$ cat src/rtl/lif_pkg.sv
// Shared definitions for the lif edge injector: token codes, legality check, FSM states.
package lif_pkg;

    localparam logic [3:0] TOK_N      = 4'b0001;
    localparam logic [3:0] TOK_E      = 4'b0010;
    localparam logic [3:0] TOK_S      = 4'b0100;
    localparam logic [3:0] TOK_W      = 4'b1000;
    localparam logic [3:0] TOK_PAIR_A = 4'b1010;
    localparam logic [3:0] TOK_PAIR_B = 4'b0101;

    typedef enum logic [1:0] {
        IDLE = 2'd0,
        EMIT = 2'd1,
        GAP  = 2'd2
    } inj_state_e;

    function automatic logic tok_legal(input logic [3:0] tok);
        return (tok == TOK_N) || (tok == TOK_E) || (tok == TOK_S) ||
               (tok == TOK_W) || (tok == TOK_PAIR_A) || (tok == TOK_PAIR_B);
    endfunction

endpackage

$ cat src/rtl/lif_tok_fifo.sv
// Synchronous token queue: one write and one read port, registered occupancy.
// Callers must not push when full or pop when empty.
module lif_tok_fifo #(
    parameter int DEPTH = 8,
    parameter int W     = 8
) (
    input  logic                       clk,
    input  logic                       rst_n,
    input  logic                       push_i,
    input  logic [W-1:0]               data_i,
    input  logic                       pop_i,
    output logic [W-1:0]               data_o,
    output logic                       full_o,
    output logic                       empty_o,
    output logic [$clog2(DEPTH):0]     level_o
);
    localparam int AW = $clog2(DEPTH);
    localparam int LW = AW + 1;

    logic [W-1:0]  mem_q [DEPTH];
    logic [AW-1:0] wr_ptr_q;
    logic [AW-1:0] rd_ptr_q;
    logic [LW-1:0] cnt_q;

    always_ff @(posedge clk) begin
        if (push_i) begin
            mem_q[wr_ptr_q] <= data_i;
        end
    end

    always_ff @(posedge clk) begin
        if (!rst_n) begin
            wr_ptr_q <= '0;
            rd_ptr_q <= '0;
            cnt_q    <= '0;
        end else begin
            if (push_i) begin
                wr_ptr_q <= wr_ptr_q + AW'(1);
            end
            if (pop_i) begin
                rd_ptr_q <= rd_ptr_q + AW'(1);
            end
            case ({push_i, pop_i})
                2'b10:   cnt_q <= cnt_q + LW'(1);
                2'b01:   cnt_q <= cnt_q - LW'(1);
                default: cnt_q <= cnt_q;
            endcase
        end
    end

    // Pointers wrap naturally because DEPTH is a power of two.
    assign data_o  = mem_q[rd_ptr_q];
    assign full_o  = (cnt_q == LW'(DEPTH));
    assign empty_o = (cnt_q == '0);
    assign level_o = cnt_q;

endmodule

$ cat src/rtl/lif_edge_injector.sv
// Boundary token transmitter driving one edge cell's neighbour input from a host queue.
// Optional statistics counters are built only when LIF_INJ_STATS_EN is defined.
//
//  state | meaning
//  IDLE  | waiting for en and a queued entry; out held at 0
//  EMIT  | pulse pending; deferred while the edge cell fires toward us
//  GAP   | idle spacing after a pulse, then repeat or return to IDLE
module lif_edge_injector
    import lif_pkg::*;
#(
    parameter int FIFO_DEPTH = 8,
    parameter int GAP_CYCLES = 3,
    parameter int RX_BIT     = 0,
    parameter int CNT_W      = 16
) (
    input  logic                          clk,
    input  logic                          rst_n,
    input  logic                          en,
    input  logic                          wr_valid,
    output logic                          wr_ready,
    input  logic [7:0]                    wr_data,
    input  logic [3:0]                    edge_in,
    output logic [3:0]                    out,
    output logic                          busy,
    output logic                          err_illegal,
    output logic [$clog2(FIFO_DEPTH):0]   fifo_level,
    output logic [CNT_W-1:0]              tx_count,
    output logic [CNT_W-1:0]              rx_count
);
    localparam int GW = $clog2(GAP_CYCLES + 1);

    inj_state_e    state_q;
    logic [3:0]    out_q;
    logic [3:0]    cur_q;
    logic [3:0]    rep_q;
    logic [GW-1:0] gcnt_q;
    logic          err_q;

    logic          fifo_full;
    logic          fifo_empty;
    logic [7:0]    fifo_dout;
    logic          wr_fire;
    logic          push;
    logic          pop;
    logic          rx_hit;

    assign wr_ready = !fifo_full;
    assign wr_fire  = wr_valid && !fifo_full;
    assign push     = wr_fire && tok_legal(wr_data[3:0]);
    assign pop      = (state_q == IDLE) && en && !fifo_empty;
    assign rx_hit   = edge_in[RX_BIT];

    lif_tok_fifo #(
        .DEPTH (FIFO_DEPTH),
        .W     (8)
    ) u_fifo (
        .clk     (clk),
        .rst_n   (rst_n),
        .push_i  (push),
        .data_i  (wr_data),
        .pop_i   (pop),
        .data_o  (fifo_dout),
        .full_o  (fifo_full),
        .empty_o (fifo_empty),
        .level_o (fifo_level)
    );

    always_ff @(posedge clk) begin
        if (!rst_n) begin
            state_q <= IDLE;
            out_q   <= '0;
            cur_q   <= '0;
            rep_q   <= '0;
            gcnt_q  <= '0;
        end else begin
            case (state_q)
                IDLE: begin
                    out_q <= '0;
                    if (pop) begin
                        cur_q   <= fifo_dout[3:0];
                        rep_q   <= fifo_dout[7:4];
                        state_q <= EMIT;
                    end
                end
                EMIT: begin
                    if (rx_hit) begin
                        out_q <= '0;
                    end else begin
                        out_q   <= cur_q;
                        gcnt_q  <= GW'(GAP_CYCLES - 1);
                        state_q <= GAP;
                    end
                end
                GAP: begin
                    out_q <= '0;
                    // Down-counter reaching zero marks the last idle cycle.
                    if (gcnt_q == '0) begin
                        if (rep_q != '0) begin
                            rep_q   <= rep_q - 4'd1;
                            state_q <= EMIT;
                        end else begin
                            state_q <= IDLE;
                        end
                    end else begin
                        gcnt_q <= gcnt_q - GW'(1);
                    end
                end
                default: begin
                    out_q   <= '0;
                    state_q <= IDLE;
                end
            endcase
        end
    end

    always_ff @(posedge clk) begin
        if (!rst_n) begin
            err_q <= 1'b0;
        end else if (wr_fire && !tok_legal(wr_data[3:0])) begin
            err_q <= 1'b1;
        end
    end

`ifdef LIF_INJ_STATS_EN
    logic [CNT_W-1:0] tx_q;
    logic [CNT_W-1:0] rx_q;

    always_ff @(posedge clk) begin
        if (!rst_n) begin
            tx_q <= '0;
            rx_q <= '0;
        end else begin
            if ((state_q == EMIT) && !rx_hit && (tx_q != '1)) begin
                tx_q <= tx_q + CNT_W'(1);
            end
            if (rx_hit && (rx_q != '1)) begin
                rx_q <= rx_q + CNT_W'(1);
            end
        end
    end

    assign tx_count = tx_q;
    assign rx_count = rx_q;
`else
    assign tx_count = '0;
    assign rx_count = '0;
`endif

    // Only the RX_BIT lane of edge_in matters to this injector.
    logic unused_edge_bits;
    assign unused_edge_bits = ^edge_in;

    assign out         = out_q;
    assign err_illegal = err_q;
    assign busy        = (state_q != IDLE) || !fifo_empty;

endmodule

$ cat config.mk
export PLATFORM = sky130hd
export DESIGN_NAME = lif_edge_injector
export DESIGN_NICKNAME = d
export VERILOG_FILES = /design/src/rtl/lif_pkg.sv /design/src/rtl/lif_tok_fifo.sv /design/src/rtl/lif_edge_injector.sv
export SDC_FILE = /design/constraint.sdc
export NUM_CORES = 1
export LEC_CHECK = 0
export CORE_ASPECT_RATIO = 0.8
export CORE_MARGIN = 2
export CORE_UTILIZATION = 50
export DETAILED_ROUTE_END_ITERATION = 8
export PLACE_DENSITY_LB_ADDON = 0.15
export SYNTH_ARGS = -nofsm -noshare
export SYNTH_HDL_FRONTEND = slang
export SYNTH_HIERARCHICAL = 1
export SYNTH_SLANG_ARGS = --single-unit
$ cat constraint.sdc
create_clock -name clk -period 7.1 [get_ports clk]
set_input_delay 0.71 -clock clk [delete_from_list [all_inputs] [get_ports clk]]
set_output_delay 0.71 -clock clk [all_outputs]
set_load 0.01 [all_outputs]
==> flow_summary_export.csv <==
group,metric,value,unit
clocking,cts_setup_buffers,0,
detailed_routing,viasPerCell,5.080,
sta,setup_violations,0,
setup_path,worstPathMaxFanout,9,
sta,max_slew_margin,36.32,%
floorplan,io_pins,59,
clocking,cts_hold_buf,0,
synth,async_reset_ff_share,0,%
grt,antenna_found_initial,0,
clocking,cts_sinks,94,
detailed_routing,wl_per_cell,16.13,µm
sta,worst_pin_slew,0.9518,ns
grt,grt_start_max_net_pins,28,
grt,grt.overflow.total,0,
detailed_routing,wl,6825,µm
setup_path,cpPeakStageDelay,0.73,ns
floorplan,die_height,85.87,µm
synth,synth-edff-count,64,
detailed_routing,drcViolationCount,0,
placed_design,gp_congestion,0.6951,
setup_path,path_buf_inv,2,
clocking,cts-root-buf,"clkbuf_8",
pwr,ir_drop,0.0001639,V
clocking,cts-resized-gates,0,
floorplan,initial_utilization,52.24,%
synth,yosysSeqAreaShare,60.22,%
setup_path,rrSetupSlack,4.15,ns
cells_and_area,stdcell_area,4546,µm²
setup_path,r2r_start,"u_fifo/level_o[1]",
setup_path,cp.required,7.38,ns
detailed_routing,vias,2149,
setup_path,crit_arrival,3.88,ns
pwr,leakagePower,1.569,nW
synth,yosys-top-cells-area,"edfxtp_1 46%, dfxtp_1 14%, mux4_1 9.4%",
placed_design,dp_hpwl,4515,µm
detailed_routing,detail_route.first_pass.iterations,4,
run_status,outcome,"completed",
synth,synth_common_cells,"64 x edfxtp_1, 32 x buf_4, 30 x dfxtp_1, 15 x mux4_1, 14 x nor2_1",
cells_and_area,diodes,0,
sta,rsz0062_at_grt,"false",
cells_and_area,drive_above_1_share,8.254,%
cells_and_area,nFillCells,671,
synth,avgSynthCellArea,14.70,µm²
sta,hold_viol,0,
cells_and_area,regArea,2522,µm²
placed_design,dpl_cell_area,4383,µm²
job,cap_violations,0,
cells_and_area,stdcell_count,423,
placed_design,dp_cells,407,
sta,drv_slew,0,
cells_and_area,multi_input_area,1465,µm²
synth,synth_warnings,6,
floorplan,die_w,106.3,µm
setup_path,reg2reg_depth,10,
clocking,htreeDepth,3,
floorplan,rows,29,
setup_path,crit_start,"wr_data[1]",
synth,ys_types,43,
clocking,cts_tree,"done",
setup_path,crit_family,"simple AND/OR/NAND/NOR gates",
setup_path,critPathKind,"primary input to flop",
pwr,power.density,291.6,nW/µm²
synth,synth_area,4189,µm²
sta,clock.fmax,277.7,MHz
detailed_routing,drt_iter0_drc,126,
setup_path,cp.depth,12,
sta,min_period,3.601,ns
grt,grt_pass1_vias,1891,
setup_path,slowest_stage,"nor3b_1",
floorplan,die_area,9131,µm²
grt,grt_pass1_wl,10410,µm
detailed_routing,postRouteAntennaNets,0,
min_path,worstHoldPathType,"flop to flop",
synth,synth-main-ff-cell,"edfxtp_1",
floorplan,coreArea,8019,µm²
setup_path,critical_path.endpoint,"u_fifo/level_o[2]",
synth,synth_cells,285,
setup_path,start_kind,"primary input",
setup_path,crit_chain,"clkdlybuf4s50_1 > nor2_1 > xnor2_1 > nor3b_1 > inv_1 > ha_1 > xor2_1 > ha_1 > a21oi_1 > xor2_1 > or3_1 > a21boi_0",
sta,fin_tns_setup,0,ns
setup_path,r2r_end,"u_fifo/level_o[2]",
synth,synth_top_area_share,45.88,%
sta,period_share,50.72,%
setup_path,cp-end-kind,"flop",
synth,ys_ff_latch,94,
cells_and_area,area_growth,8.513,%
cells_and_area,nets,333,
placed_design,portBuffers,23,
synth,yosysMostFrequentCell,"edfxtp_1",
clocking,clkTransAtPathRegs,0.08,ns
synth,synth_area_leader_cell,"edfxtp_1",
grt,grt_usage,15.55,%
clocking,worstSkewPairLatency,0.35,ns
sta,fin_skew,0.01001,ns
clocking,cts_max_path_buffers,2,
clocking,numCtsBuffers,9,
## layout by cell type (no fill, tap or decap), drive strengths merged, types with 4 or more instances in the layout
cell	instances
edfxtp	64
conb	32
dfxtp	30
clkdlybuf4s50	23
mux4	16
nor2	14
clkbuf	14
nand2	11
and2	11
nor2b	10
mux2i	8
mux2	8
nand2b	7
o21ai	7
ha	7
inv	6
xnor2	6
a21oi	5
a211o	4
xor2	4
a21boi	4
## per-stage QoR
stage               worst slack, ns  util [%]  hold slack, ns  power, mW
global placement              3.206     54.66          0.4509      1.031
CTS                           3.497     56.69          0.4615      1.345
floorplan                     4.202         -          0.4291     0.9494
finish                        3.499     56.69          0.4617      1.325
detailed placement            3.129     54.66          0.4485      1.039
global route                  3.243     56.69          0.4790      1.399
## sequential cells by signal, indices dropped and copies added (netlist names), named ones only
register,cells
u_fifo/mem_q,64
cur_q,4
out,4
rep_q,4
u_fifo/level_o,4
u_fifo/rd_ptr_q,3
u_fifo/wr_ptr_q,3
gcnt_q,2
state_q,2
err_illegal,1
## power breakdown
part	total, mW	switching (mW)	internal, mW
sequential	0.680	0.0540	0.626
combinational	0.343	0.161	0.182
clock	0.303	0.166	0.137
## logic make-up (layout without fill, tap and decap cells)
logic type	after synthesis	in the layout	synth area share, %
flops	94	94	60.22
simple gates	68	68	9.498
buf+inv	47	46	7.706
mux	32	32	14.01
compound gates	26	26	4.301
xor+xnor	10	10	2.091
fa+ha+maj	7	7	2.091
other cells	1	32	0.08952
## routing by layer
layer / track usage (%) / share of wire [%]
met5: 0 / 0
met4: 4.665 / 0.88
met3: 4.407 / 3.5
met2: 23.60 / 48
met1: 22.05 / 48
## worst min path at each step
stage                         from  endpoint  cells after the start
after floorplan           cur_q[0]    out[0]                      1
after global placement    cur_q[3]    out[3]                      1
after detailed placement  cur_q[1]    out[1]                      1
after CTS                 cur_q[1]    out[1]                      1
after global routing      cur_q[1]    out[1]                      1
final                     cur_q[1]    out[1]                      1
## area by class of cell
cell class                      count  share of cell area, %
Multi-Input combinational cell    175                  32.23
Clock inverter                      2                 0.2202
Inverter                            6                 0.4955
Clock buffer                       14                  3.358
Tap cell                          108                  2.973
Sequential cell                    94                  55.49
Timing Repair Buffer               24                  5.230
(Power assumes the default switching activity.)
